==> src/rtl/scp_pkg.sv <==
// scp_pkg: shared constants and types for the instruction fetch path.
// Latency: n/a (types and constants only).
// Backpressure: n/a. Build macro SCP_PREFETCH_EN selects a 4-entry prefetch queue (default is 1 entry).
package scp_pkg;

   localparam int WORD_W = 16;
   typedef logic [WORD_W-1:0] word_t;

   localparam word_t RESET_VEC = 16'h0000;

   localparam int PREFETCH_DEPTH_ON  = 4;
   localparam int PREFETCH_DEPTH_OFF = 1;

`ifdef SCP_PREFETCH_EN
   localparam int FETCH_DEPTH = PREFETCH_DEPTH_ON;
`else
   localparam int FETCH_DEPTH = PREFETCH_DEPTH_OFF;
`endif

   // Occupancy counter must represent 0..FETCH_DEPTH inclusive.
   localparam int CNT_W = $clog2(FETCH_DEPTH + 1);
   typedef logic [CNT_W-1:0] cnt_t;
   localparam cnt_t DEPTH_CNT = cnt_t'(FETCH_DEPTH);

   typedef struct packed {
      word_t data;
      word_t pc;
   } fq_entry_t;

   typedef enum logic [1:0] {
      IDLE = 2'd0,
      REQ  = 2'd1,
      DROP = 2'd2
   } fetch_state_t;

endpackage

==> src/rtl/fetch_queue.sv <==
// fetch_queue: in-order {data, pc} store between memory returns and the decoder.
// Latency: a push is visible at head on the following cycle (registered, no bypass).
// Backpressure: full blocks push unless a pop frees the slot in the same cycle; flush wins over push/pop.
// Ports: clk, rst (sync, active-high); push/push_entry, pop, flush in; full, empty, count, head out.
// Build macro SCP_PREFETCH_EN: 4-entry circular buffer; otherwise a single holding register.
module fetch_queue
   import scp_pkg::*;
(
   input  logic      clk,
   input  logic      rst,
   input  logic      push,
   input  fq_entry_t push_entry,
   input  logic      pop,
   input  logic      flush,
   output logic      full,
   output logic      empty,
   output cnt_t      count,
   output fq_entry_t head
);

   logic do_push;
   logic do_pop;

   assign do_pop  = pop && !empty;
   assign do_push = push && (!full || do_pop);

`ifdef SCP_PREFETCH_EN
   fq_entry_t  slots [FETCH_DEPTH];
   logic [1:0] rd_ptr;
   logic [1:0] wr_ptr;
   cnt_t       cnt;

   always_ff @(posedge clk) begin
      if (rst || flush) begin
         rd_ptr <= 2'd0;
         wr_ptr <= 2'd0;
         cnt    <= '0;
      end else begin
         if (do_push) wr_ptr <= wr_ptr + 2'd1;
         if (do_pop)  rd_ptr <= rd_ptr + 2'd1;
         cnt <= cnt + cnt_t'(do_push) - cnt_t'(do_pop);
      end
   end

   // Storage is not reset; head is masked while empty instead.
   always_ff @(posedge clk) begin
      if (!rst && !flush && do_push) slots[wr_ptr] <= push_entry;
   end

   assign full  = (cnt == DEPTH_CNT);
   assign empty = (cnt == '0);
   assign count = cnt;
   assign head  = empty ? '0 : slots[rd_ptr];
`else
   fq_entry_t hold;
   logic      hold_vld;

   always_ff @(posedge clk) begin
      if (rst || flush) begin
         hold_vld <= 1'b0;
      end else if (do_push) begin
         hold_vld <= 1'b1;
      end else if (do_pop) begin
         hold_vld <= 1'b0;
      end
   end

   always_ff @(posedge clk) begin
      if (!rst && !flush && do_push) hold <= push_entry;
   end

   assign full  = hold_vld;
   assign empty = !hold_vld;
   assign count = hold_vld;
   assign head  = hold_vld ? hold : '0;
`endif

endmodule

==> src/rtl/fetch_unit.sv <==
// fetch_unit: sequential instruction fetcher feeding a decoder through fetch_queue.
// Latency: mem_ack at cycle M -> ir_valid at M+1; redirect with nothing outstanding -> mem_req at N+1.
// Backpressure: no request while the queue is full; decoder pops with ir_valid && ir_ready.
// Ports: clk, rst (sync, active-high); redirect/redirect_addr; mem_req/mem_addr/mem_ack/mem_data;
//        ir_valid/ir_data/ir_pc/ir_ready. Build macro SCP_PREFETCH_EN enables the 4-deep queue.
module fetch_unit
   import scp_pkg::*;
(
   input  logic              clk,
   input  logic              rst,
   input  logic              redirect,
   input  logic [WORD_W-1:0] redirect_addr,
   output logic              mem_req,
   output logic [WORD_W-1:0] mem_addr,
   input  logic              mem_ack,
   input  logic [WORD_W-1:0] mem_data,
   output logic              ir_valid,
   output logic [WORD_W-1:0] ir_data,
   output logic [WORD_W-1:0] ir_pc,
   input  logic              ir_ready
);

   localparam logic [CNT_W:0] DEPTH_EXT = (CNT_W+1)'(FETCH_DEPTH);

   fetch_state_t   state_q;
   fetch_state_t   state_d;
   word_t          fpc_q;
   word_t          fpc_d;
   word_t          addr_q;
   word_t          addr_d;
   logic           q_push;
   logic           q_pop;
   logic           q_full;
   logic           q_empty;
   cnt_t           q_count;
   fq_entry_t      q_head;
   fq_entry_t      q_in;
   logic [CNT_W:0] cnt_after;
   logic           room_after;

   // A redirect flushes the queue, so a coincident pop has no separate effect.
   assign q_pop = ir_valid && ir_ready && !redirect;
   assign q_in  = '{data: mem_data, pc: fpc_q};

   // Occupancy after this cycle's push (ack in REQ) and pop; decides back-to-back issue.
   assign cnt_after  = {1'b0, q_count} + (CNT_W+1)'(1) - (CNT_W+1)'(q_pop);
   assign room_after = (cnt_after < DEPTH_EXT);

   always_comb begin
      state_d = state_q;
      fpc_d   = fpc_q;
      addr_d  = addr_q;
      q_push  = 1'b0;
      case (state_q)
         IDLE: begin
            // Redirect issues straight to the new target so the request is out next cycle;
            // the flush guarantees room. Any mem_ack seen here is stale and ignored.
            if (redirect) begin
               fpc_d   = redirect_addr;
               addr_d  = redirect_addr;
               state_d = REQ;
            end else if (!q_full) begin
               addr_d  = fpc_q;
               state_d = REQ;
            end
         end
         REQ: begin
            if (redirect) begin
               fpc_d   = redirect_addr;
               // Ack in the same cycle: data discarded, request already done.
               // Otherwise the old request must still be retired in DROP.
               state_d = mem_ack ? IDLE : DROP;
            end else if (mem_ack) begin
               q_push = 1'b1;
               fpc_d  = fpc_q + 16'd1;
               if (room_after) begin
                  addr_d  = fpc_q + 16'd1;
                  state_d = REQ;
               end else begin
                  state_d = IDLE;
               end
            end
         end
         DROP: begin
            if (redirect) fpc_d = redirect_addr;
            if (mem_ack)  state_d = IDLE;
         end
         default: state_d = IDLE;
      endcase
   end

   always_ff @(posedge clk) begin
      if (rst) begin
         state_q <= IDLE;
         fpc_q   <= RESET_VEC;
         addr_q  <= '0;
      end else begin
         state_q <= state_d;
         fpc_q   <= fpc_d;
         addr_q  <= addr_d;
      end
   end

   fetch_queue u_queue (
      .clk        (clk),
      .rst        (rst),
      .push       (q_push),
      .push_entry (q_in),
      .pop        (q_pop),
      .flush      (redirect),
      .full       (q_full),
      .empty      (q_empty),
      .count      (q_count),
      .head       (q_head)
   );

   assign mem_req  = (state_q != IDLE);
   assign mem_addr = addr_q;
   assign ir_valid = !q_empty;
   assign ir_data  = q_head.data;
   assign ir_pc    = q_head.pc;

endmodule

==> config.mk <==
export PLATFORM = sky130hd
export DESIGN_NAME = fetch_unit
export DESIGN_NICKNAME = d
export VERILOG_FILES = /design/src/rtl/scp_pkg.sv /design/src/rtl/fetch_queue.sv /design/src/rtl/fetch_unit.sv
export SDC_FILE = /design/constraint.sdc
export NUM_CORES = 1
export LEC_CHECK = 0
export CORE_MARGIN = 3
export CORE_UTILIZATION = 44
export DETAILED_ROUTE_END_ITERATION = 8
export GPL_ROUTABILITY_DRIVEN = 0
export PLACE_DENSITY = 0.76
export SYNTH_ARGS = -nofsm -noshare
export SYNTH_HDL_FRONTEND = slang
export SYNTH_SLANG_ARGS = --single-unit
==> constraint.sdc <==
create_clock -name clk -period 4.7 [get_ports clk]
set_input_delay 0.47 -clock clk [delete_from_list [all_inputs] [get_ports clk]]
set_output_delay 0.47 -clock clk [all_outputs]
set_load 0.005 [all_outputs]
Word-level counts from Yosys, hierarchy flattened
Index checks and enable logic that the tools add are counted.
Widths: inputs -> output; s select.

storage, ports and cells
  output and inout port bits = 50
  flip-flop bits (word level) = 67
  input bits = 37
  word-level logic and storage cells = 63

operators by class
  $lt $le $gt $ge = 1
  equal/unequal tests = 9
  mux-type cells = 24
  reductions and logical operators = 20
  $add $sub $neg = 3

operator list
  operator               count
  $mux 16                8
  $pmux 16 s2            2
  $mux 32                1
  $add 16x1->16 const B  1
  $mux 2                 6
  $ne 2x2->1 const B     4
  $reduce_bool 2->1      4
  $logic_and 1x1->1      6
  $mux 1                 6
  $ne 3x3->1 const B     2
  $pmux 2 s3             1
  $reduce_and 3->1       2
  $reduce_and 5->1       1
  $logic_not 1->1        3
  $add 1x1->2 const B    1
  $eq 2x1->1 const B     1
  $eq 2x2->1 const B     1
  $logic_not 2->1        1
  $logic_or 1x1->1       2
  $lt 2x1->1 const B     1
  $ne 2x1->1 const B     1
  $reduce_or 2->1        1
  $sub 2x1->2            1

Longest topological paths before layout
Gate-level depths: netlist (run 1).

  depth after elaboration = 8
  gate-level depth with buffers = 6
  mapped depth without buffers = 5

Cells and area by module
Synthesis (run 1) repeated with hierarchy kept, for this count alone.

second synthesis, totals
  cell total of the unflattened synthesis = 368
  area total of the unflattened synthesis = 3,505.9 sq um

modules (own cells, without submodules)
  module       instances  area each (sq um)  cells an instance  seq. area each (sq um)
  fetch_unit   1          2,255.9            293                680.7
  fetch_queue  1          1,249.9            75                 980.9

Worst setup path before layout (run 1)
OpenSTA, ideal clock, no wires.

  kind = input port to flip-flop
  from = in rst
  to = reg u_queue.hold[0] in the netlist's numbering, enable pin
  stages on the path = 3
  path buffers = 2
  slack = -87 ps
  data arrival time = 4,274 ps
  setup time = 513 ps
  required time = 4,187 ps
  path through = clkbuf_1 clkbuf_1 nor4b_1

on the way
  word-level cells in the longest chain between the ends = 3

RTL lines
  element                          line               source
  start, declared                  fetch_unit.sv:10   input logic rst,
  $logic_not 1->1                  fetch_queue.sv:69  if (!rst && !flush && do_push) hold <= push_entry;
  $logic_and 1x1->1 (2 in series)  fetch_queue.sv:69
  end signal, assigned             fetch_queue.sv:69
  end, declared                    fetch_queue.sv:55  fq_entry_t hold;

No other way between the ends.
A chain may end at the register's enable or synchronous reset.

Worst setup path after layout (run 1)
  from = reg u_queue.hold_vld, in the netlist u_queue.count
  to = out ir_data[11]

on the way
  word-level cells in the longest chain between the ends = 1

RTL lines
  element                 line               source
  start, declared         fetch_queue.sv:56  logic hold_vld;
  start signal, assigned  fetch_queue.sv:60  hold_vld <= 1'b0;
  start signal, assigned  fetch_queue.sv:62  hold_vld <= 1'b1;
  start signal, assigned  fetch_queue.sv:64  hold_vld <= 1'b0;
  $mux 32                 fetch_queue.sv:75  assign head = hold_vld ? hold : '0;
  end, declared           fetch_unit.sv:18   output logic [WORD_W-1:0] ir_data,

No other way between the ends.

==> impl_metrics.env, run 1 <==
export IMPL_fp_dieW_um=91.3
export IMPL_firstDrtPassIters=4
export IMPL_hp_class="flip-flop to flip-flop"
export IMPL_grt_pass1_wl_mm=12.4
export IMPL_p_sw_uw=320
export IMPL_cts_buffers_inserted=9
export IMPL_cts_resized=0
export IMPL_grt_ovfl_total=0
export IMPL_tns_ns=0
export IMPL_nNetsFinal=435
export IMPL_design_area_sq_mm=0.00427
export IMPL_synthMuxAreaShare=0.0477
export IMPL_slowest_delay_ns=0.90
export IMPL_drv_cap=0
export IMPL_comb_power_share=0.152
export IMPL_power_frac_seq=0.538
export IMPL_cts_sinks=67
export IMPL_dieArea_sq_mm=0.00833
export IMPL_async_reset_ff_frac=0
export IMPL_fin_crit_sh=0.525
export IMPL_n_antenna_cell=0
export IMPL_synth_top_family_by_area="simple AND/OR/NAND/NOR gates"
export IMPL_h_tree_depth=3
export IMPL_rows=30
export IMPL_syn_instance_count=315
export IMPL_reg2reg_setup_slack_ns=2.54
export IMPL_cts_tree="done"
export IMPL_cp_slowest_cell="dfxtp_1"
export IMPL_critical_path_required_ns=4.23
export IMPL_crit_type="flip-flop to output pin"
export IMPL_power_switching_share=0.255
export IMPL_post_drt_wl_per_cell_um=15.3
export IMPL_grt_max_degree=36
export IMPL_track_usage=0.185
export IMPL_drt_iter0_markers=257
export IMPL_synth_seq_area_share=0.520
export IMPL_relSlewSlack=0.400
export IMPL_clk_latency_ns=0.34
export IMPL_cts_path_max_buffers=2
export IMPL_final_antenna_net_count=0
export IMPL_cts_hold_buf=0
export IMPL_path_cells="and2_1 -> clkdlybuf4s50_1"
export IMPL_start_util=0.463
export IMPL_syn_avg_cell_area_sq_um=10.2
export IMPL_ys_types=58
export IMPL_cp_data_arrival_time_ns=2.00
export IMPL_grt_pass1_vias=2608
export IMPL_routed_wl_mm=7.63
export IMPL_ios=87
export IMPL_fin_crit_ns=2.47
export IMPL_placed_area_sq_mm=0.00411
export IMPL_synthAdderAreaFrac=0.00391
export IMPL_status="completed"
export IMPL_synth_xor_area_frac=0
export IMPL_max_clock_freq_mhz=405
export IMPL_synth_compound_area_frac=0.160
export IMPL_antenna_found_initial=0
export IMPL_yosysWarnings=0
export IMPL_worst_pin_slew_ns=0.894
export IMPL_irDropWorstVdd_mv=0.173
export IMPL_drv_slew=0
export IMPL_area_growth_syn_to_layout_pct=33.5
export IMPL_clkPwrFrac=0.310
export IMPL_routed_via_density=5.37
export IMPL_yosys_area_share_simple=0.226
export IMPL_dieHeight_um=91.3
export IMPL_cts_setup_buffers=0
export IMPL_cts_root_buf="clkbuf_8"
export IMPL_rsz0062_at_grt="no"
export IMPL_skew_ns=0.00973
export IMPL_finalHoldViolations=0
export IMPL_final_util=0.618
export IMPL_portBuffers=86
export IMPL_synth_edf_count=32
export IMPL_finalSetupViolations=0
export IMPL_syn_num_nets=353
export IMPL_core_area_sq_mm=0.00691
export IMPL_leakage_uw=0.00148
export IMPL_p_per_area_mw_per_mm2=293
export IMPL_end_kind="output pin"
export IMPL_cp_start_kind="flip-flop"
export IMPL_p_int_uw=933
export IMPL_vias=2672
export IMPL_synthFlopType="dfxtp_1"
export IMPL_cp_max_fo=35
export IMPL_clk_pin_slew_ns=0.07
export IMPL_dp_final_hpwl_mm=5.35
export IMPL_netlist_area_sq_mm=0.00320
export IMPL_drive_gt1_frac=0.102
export IMPL_drc=0
export IMPL_synth_seq_cells=67
## stage by stage
step	std cells	worst slack, ns	hold WS [ns]	power [uW]
finish	498	2.23	0.456	1250
global route	498	2.01	0.475	1310
CTS	498	2.14	0.458	1260
detailed placement	482	1.97	0.445	874
global placement	482	2.08	0.444	870
floorplan	315	1.50	0.422	785
## Yosys cell counts (5+ instances only)
master,count,area (sq um)
mux2_2,10,113
clkbuf_1,7,26.3
a21oi_1,30,150
inv_1,7,26.3
nand2_1,43,161
edfxtp_1,32,961
and2_1,37,231
o21ai_0,7,35.0
nand3_1,5,25.0
dfxtp_1,35,701
buf_2,7,35.0
o21ai_1,8,40.0
nor2_1,11,41.3
## path summary, 6_finish.rpt
path | end | cells after the start | startpoint
max | ir_data[11] | 2 | u_queue.count$_SDFFE_PP0P_
min reg2reg | mem_addr[4]$_SDFFE_PP0P_ | 2 | mem_addr[4]$_SDFFE_PP0P_
min | mem_addr[4]$_SDFFE_PP0P_ | 2 | mem_addr[4]$_SDFFE_PP0P_
max reg2reg | mem_addr[3]$_SDFFE_PP0P_ | 4 | u_queue.count$_SDFFE_PP0P_
## cells in the final DEF (no fill, tap or decap), types with 5 or more instances in the layout
| master | instances |
|---|---|
| inv_1 | 7 |
| and2_1 | 37 |
| nand2_1 | 43 |
| mux2_2 | 10 |
| clkdlybuf4s50_1 | 86 |
| o21ai_1 | 8 |
| nor2_1 | 11 |
| clkbuf_8 | 9 |
| a21oi_1 | 30 |
| o21ai_0 | 7 |
| dfxtp_1 | 35 |
| nand3_1 | 5 |
| edfxtp_1 | 32 |
## power by group through the flow
stage,Combinational [uW],Sequential (uW),Clock (uW)
after floorplan,107,677,0
after global placement,185,685,0
after detailed placement,189,685,0
after CTS,190,673,402
after global routing,209,678,426
final,190,674,389
## layout make-up
class	instances	area, sq um
fill	610	2640
clock inverter	3	16.3
sequential	67	1660
timing repair buffer	90	891
multi-input combinational	222	1420
tap	96	120
inverter	7	26.3
clock buffer	13	139
## metal layers
| layer | GRT usage | vias up | part of all wire |
|---|---|---|---|
| li1 | - | 1310 | - |
| met4 | 0.0930 | 0 | 0.021 |
| met3 | 0.0514 | 13 | 0.080 |
| met2 | 0.277 | 121 | 0.44 |
| met1 | 0.244 | 1228 | 0.46 |
| met5 | 0 | - | 0 |
## critical path: cells and delay by family, from the launching register on
kind,cells,cell delay [ns]
simple gates,1,0.24
flops,1,0.90
buf+inv,1,0.50
## flip-flops by register name, indices dropped and copies added, names as in the netlist
register and cells:
state_q 2, u_queue.count 1, u_queue.hold 32, mem_addr 16
fpc_q 16
## cells by family (layout without fill, tap and decap cells)
family,Yosys count,after routing
AOI/OAI and AO/OA,76,76
adders and majority gates,1,1
buffers and inverters,26,113
DFF,67,67
muxes,14,14
and+or+nand+nor,131,131
Note: power is estimated with default switching activity, not from simulation.
==> run 2: changes to the inputs <==
==> constraint.sdc (replaced) <==
create_clock -name clk -period 2.2 [get_ports clk]
set_input_delay 0.22 -clock clk [delete_from_list [all_inputs] [get_ports clk]]
set_output_delay 0.22 -clock clk [all_outputs]
set_load 0.005 [all_outputs]
==> impl_metrics.env, run 2 (synthesis gave the netlist of run 1 again) <==
export IMPL_dieArea_sq_mm=0.00833
export IMPL_cts_path_max_buffers=2
export IMPL_rsz0062_at_grt="no"
export IMPL_vias=2714
export IMPL_final_antenna_net_count=0
export IMPL_start_util=0.463
export IMPL_p_per_area_mw_per_mm2=636
export IMPL_cp_max_fo=33
export IMPL_cts_sinks=67
export IMPL_grt_ovfl_total=0
export IMPL_largest_reg_flops=32
export IMPL_status="completed"
export IMPL_drv_cap=0
export IMPL_slowest_delay_ns=0.51
export IMPL_ios=87
export IMPL_drt_iter0_markers=174
export IMPL_fin_cells=506
export IMPL_fin_crit_ns=1.88
export IMPL_drive_gt1_frac=0.139
export IMPL_dp_final_hpwl_mm=5.50
export IMPL_drc=0
export IMPL_n_antenna_cell=0
export IMPL_skew_ns=0.00616
export IMPL_relSlewSlack=0.742
export IMPL_placed_area_sq_mm=0.00420
export IMPL_dieHeight_um=91.3
export IMPL_rows=30
export IMPL_placedCellCount=490
export IMPL_mostFrequentLayoutCells="clkdlybuf4s50_1 (86), nand2_1 (42), and2_1 (37)"
export IMPL_final_common_cell="clkdlybuf4s50_1"
export IMPL_critical_path_required_ns=1.98
export IMPL_finalPower_uw=2790
export IMPL_routed_via_density=5.36
export IMPL_cts_setup_buffers=0
export IMPL_h_tree_depth=3
export IMPL_area_growth_syn_to_layout_pct=37.0
export IMPL_clk_latency_ns=0.34
export IMPL_fp_dieW_um=91.3
export IMPL_finalSetupViolations=0
export IMPL_nNetsFinal=443
export IMPL_irDropWorstVdd_mv=0.382
export IMPL_timing_hold_ws_ns=0.426
export IMPL_finalHoldViolations=0
export IMPL_firstDrtPassIters=4
export IMPL_portBuffers=86
export IMPL_leakage_uw=0.00154
export IMPL_max_clock_freq_mhz=531
export IMPL_post_drt_wl_per_cell_um=15.3
export IMPL_design_area_sq_mm=0.00438
export IMPL_cts_hold_buf=0
export IMPL_drv_slew=0
export IMPL_worst_pin_slew_ns=0.386
export IMPL_tns_ns=0
export IMPL_fin_crit_sh=0.855
export IMPL_grt_pass1_vias=2600
export IMPL_track_usage=0.188
export IMPL_hp_class="input port to flip-flop"
export IMPL_cts_resized=0
export IMPL_cts_buffers_inserted=9
export IMPL_core_area_sq_mm=0.00691
export IMPL_end_kind="output pin"
export IMPL_cts_root_buf="clkbuf_8"
export IMPL_cp_data_arrival_time_ns=1.66
export IMPL_grt_pass1_wl_mm=12.5
export IMPL_crit_type="flip-flop to output pin"
export IMPL_cp_slowest_cell="clkdlybuf4s50_1"
export IMPL_grt_max_degree=34
export IMPL_clk_pin_slew_ns=0.07
export IMPL_cts_tree="done"
export IMPL_cp_start_kind="flip-flop"
export IMPL_largest_register="u_queue.hold"
export IMPL_antenna_found_initial=0
export IMPL_path_cells="buf_4 -> and2_1 -> clkdlybuf4s50_1"
export IMPL_routed_wl_mm=7.76
## run 2: cell count changes in the layout (fill, tap and decap cells not counted), sizes merged
cell | before | now
buf | 4 | 12
clkinvlp | 1 | 2
clkbuf | 13 | 12
## run 2: critical path, delay by kind of cell (launching register included)
kind / cells / cell delay, ns
buffers and inverters: 2 / 0.77
AND/OR/NAND/NOR: 1 / 0.17
flip-flops: 1 / 0.37
## run 2: metal layers
layer | routed length (um) | track usage | part of all wire | vias up
li1 | - | - | - | 1324
met1 | 3680 | 0.253 | 0.47 | 1263
met2 | 3420 | 0.283 | 0.44 | 114
met3 | 492 | 0.0447 | 0.063 | 13
met4 | 165 | 0.0892 | 0.021 | 0
met5 | 0 | 0 | 0 | -
## run 2: area by class of cell
class	count	area [sq um]
Fill cell	597	2530
Sequential cell	67	1670
Multi-Input combinational cell	222	1430
Timing Repair Buffer	98	963
Clock buffer	12	155
Tap cell	96	120
Inverter	7	26.3
Clock inverter	4	25.0
## run 2: power breakdown
part	leakage, uW	total, uW	internal (uW)	switching (uW)
sequential	0.000584	1430	1370	62.5
clock	0.0000884	923	467	456
combinational	0.000864	430	232	198
## run 2: through the flow
stage / worst slack (ns) / utilization
2_1_floorplan: 0.00863 / -
3_3_place_gp: 0.294 / 0.608
3_5_place_dp: 0.274 / 0.608
4_1_cts: 0.251 / 0.634
5_1_grt: 0.190 / 0.634
6_report: 0.318 / 0.634
## run 2: worst paths after layout
| kind | from | endpoint | slack, ns | depth (start not counted) |
|---|---|---|---|---|
| max | u_queue.count$_SDFFE_PP0P_ | ir_pc[10] | 0.32 | 3 |
| min | mem_data[15] | u_queue.hold[31]$_DFFE_PP_ | 0.43 | 1 |
| max reg2reg | fpc_q[0]$_SDFFE_PP0P_ | fpc_q[8]$_SDFFE_PP0P_ | 0.46 | 5 |
| min reg2reg | mem_addr[14]$_SDFFE_PP0P_ | mem_addr[14]$_SDFFE_PP0P_ | 0.46 | 2 |
==> run 3: changes to the inputs <==
--- a/config.mk
+++ b/config.mk
@@ -5,11 +5,15 @@
 export SDC_FILE = /design/constraint.sdc
 export NUM_CORES = 1
 export LEC_CHECK = 0
+export ABC_CLOCK_PERIOD_IN_PS = 2200
+export CELL_PAD_IN_SITES_DETAIL_PLACEMENT = 0
+export CELL_PAD_IN_SITES_GLOBAL_PLACEMENT = 1
 export CORE_MARGIN = 3
-export CORE_UTILIZATION = 44
+export CORE_UTILIZATION = 33
 export DETAILED_ROUTE_END_ITERATION = 8
 export GPL_ROUTABILITY_DRIVEN = 0
-export PLACE_DENSITY = 0.76
+export HOLD_SLACK_MARGIN = 0.05
+export PLACE_DENSITY = 0.75
 export SYNTH_ARGS = -nofsm -noshare
 export SYNTH_HDL_FRONTEND = slang
 export SYNTH_SLANG_ARGS = --single-unit
==> impl_metrics.env, run 3 (synthesis gave the netlist of run 1 again) <==
export IMPL_status="completed"
export IMPL_fp_dieW_um=104
export IMPL_cts_path_max_buffers=2
export IMPL_start_util=0.343
export IMPL_cts_sinks=67
export IMPL_cp_data_arrival_time_ns=1.69
export IMPL_cp_max_fo=32
export IMPL_fin_cells=542
export IMPL_post_drt_wl_per_cell_um=15.5
export IMPL_portBuffers=86
export IMPL_end_kind="output pin"
export IMPL_hp_class="input port to flip-flop"
export IMPL_drv_slew=0
export IMPL_ios=87
export IMPL_finalPower_uw=3030
export IMPL_final_antenna_net_count=0
export IMPL_critical_path_required_ns=1.98
export IMPL_dp_final_hpwl_mm=6.11
export IMPL_grt_pass1_wl_mm=13.8
export IMPL_finalHoldViolations=0
export IMPL_r2r_start="fpc_q[1]$_SDFFE_PP0P_"
export IMPL_largest_register="u_queue.hold"
export IMPL_area_growth_syn_to_layout_pct=40.4
export IMPL_routed_via_density=4.88
export IMPL_placed_area_sq_mm=0.00426
export IMPL_cts_buffers_inserted=9
export IMPL_p_per_area_mw_per_mm2=676
export IMPL_crit_type="flip-flop to output pin"
export IMPL_min_from="mem_data[6]"
export IMPL_grt_ovfl_total=0
export IMPL_place_ws_ns=0.294
export IMPL_grt_max_degree=33
export IMPL_setup_ws_ns=0.293
export IMPL_routed_wl_mm=8.43
export IMPL_leakage_uw=0.00157
export IMPL_skew_ns=0.0119
export IMPL_slowest_delay_ns=0.51
export IMPL_cts_root_buf="clkbuf_8"
export IMPL_tns_ns=0
export IMPL_design_area_sq_mm=0.00449
export IMPL_dieArea_sq_mm=0.0109
export IMPL_cp_startpoint="u_queue.count$_SDFFE_PP0P_"
export IMPL_drv_cap=0
export IMPL_cts_tree="done"
export IMPL_core_area_sq_mm=0.00933
export IMPL_placedCellCount=526
export IMPL_drt_iter0_markers=153
export IMPL_finalSetupViolations=0
export IMPL_grt_pass1_vias=2678
export IMPL_drc=0
export IMPL_clk_pin_slew_ns=0.08
export IMPL_clk_latency_ns=0.35
export IMPL_path_cells="buf_4 -> and2_1 -> clkdlybuf4s50_1"
export IMPL_cts_setup_buffers=0
export IMPL_max_clock_freq_mhz=524
export IMPL_dieHeight_um=104
export IMPL_worst_pin_slew_ns=0.353
export IMPL_n_antenna_cell=0
export IMPL_fin_crit_ns=1.91
export IMPL_h_tree_depth=3
export IMPL_antenna_found_initial=0
export IMPL_irDropWorstVdd_mv=0.295
export IMPL_firstDrtPassIters=4
export IMPL_rows=35
export IMPL_cp_start_kind="flip-flop"
export IMPL_cts_hold_buf=0
export IMPL_cts_resized=0
export IMPL_rsz0062_at_grt="no"
export IMPL_cp_slowest_cell="clkdlybuf4s50_1"
export IMPL_largest_reg_flops=32
export IMPL_relSlewSlack=0.765
export IMPL_fin_crit_sh=0.867
export IMPL_track_usage=0.157
export IMPL_vias=2645
export IMPL_mostFrequentLayoutCells="clkdlybuf4s50_1 (86), nand2_1 (42), and2_1 (37)"
export IMPL_nNetsFinal=446
export IMPL_drive_gt1_frac=0.148
export IMPL_final_common_cell="clkdlybuf4s50_1"
==> run 3: cell count changes in the layout (fill, tap and decap cells not counted) <==
cell       delta
clkinv_2      -2
buf_4         +3
bufinv_16     +2
clkinv_4      +2
clkbuf_1      -1
inv_6         +1
clkbuf_8      -2
==> run 3: per-layer routing <==
metal	global-route usage	vias up	wire length, um
met4	0.0456	0	93
met1	0.218	1196	4070
met3	0.0391	10	515
met2	0.241	111	3750
li1	-	1328	-
met5	0	-	0
==> run 3: critical path, delay by kind of cell (launching register included) <==
| kind | cells | cell delay, ns |
|---|---|---|
| buffers and inverters | 2 | 0.78 |
| DFF | 1 | 0.38 |
| and+or+nand+nor | 1 | 0.18 |
==> run 3: path summary, 6_finish.rpt <==
path                                                   end  slack, ns  cells past startpoint
worst max-delay path                              ir_pc[1]       0.29                      3
worst min-delay path            u_queue.hold[22]$_DFFE_PP_       0.43                      1
worst max register to register       fpc_q[8]$_SDFFE_PP0P_       0.41                      5
worst min register to register   mem_addr[15]$_SDFFE_PP0P_       0.46                      2
==> run 3: stage by stage <==
step	hold WS (ns)	util
after CTS	0.424	0.481
after floorplan	0.299	-
after detailed placement	0.447	0.457
after global placement	0.442	0.457
after global routing	0.426	0.481
final	0.433	0.481
==> run 3: power breakdown <==
| group | internal, uW | leakage (uW) | switching, uW |
|---|---|---|---|
| registers | 1370 | 0.000584 | 66.5 |
| logic | 236 | 0.000879 | 205 |
| clock network | 645 | 0.000106 | 510 |
==> run 3: area by class of cell <==
| class | count | area, sq um |
|---|---|---|
| clock buffers | 9 | 124 |
| inverters | 7 | 26.3 |
| clock inverters | 7 | 101 |
| fillers | 926 | 4840 |
| repair buffers | 101 | 986 |
| well taps | 129 | 161 |
| multi-input cells | 222 | 1430 |
| flip-flops and latches | 67 | 1670 |
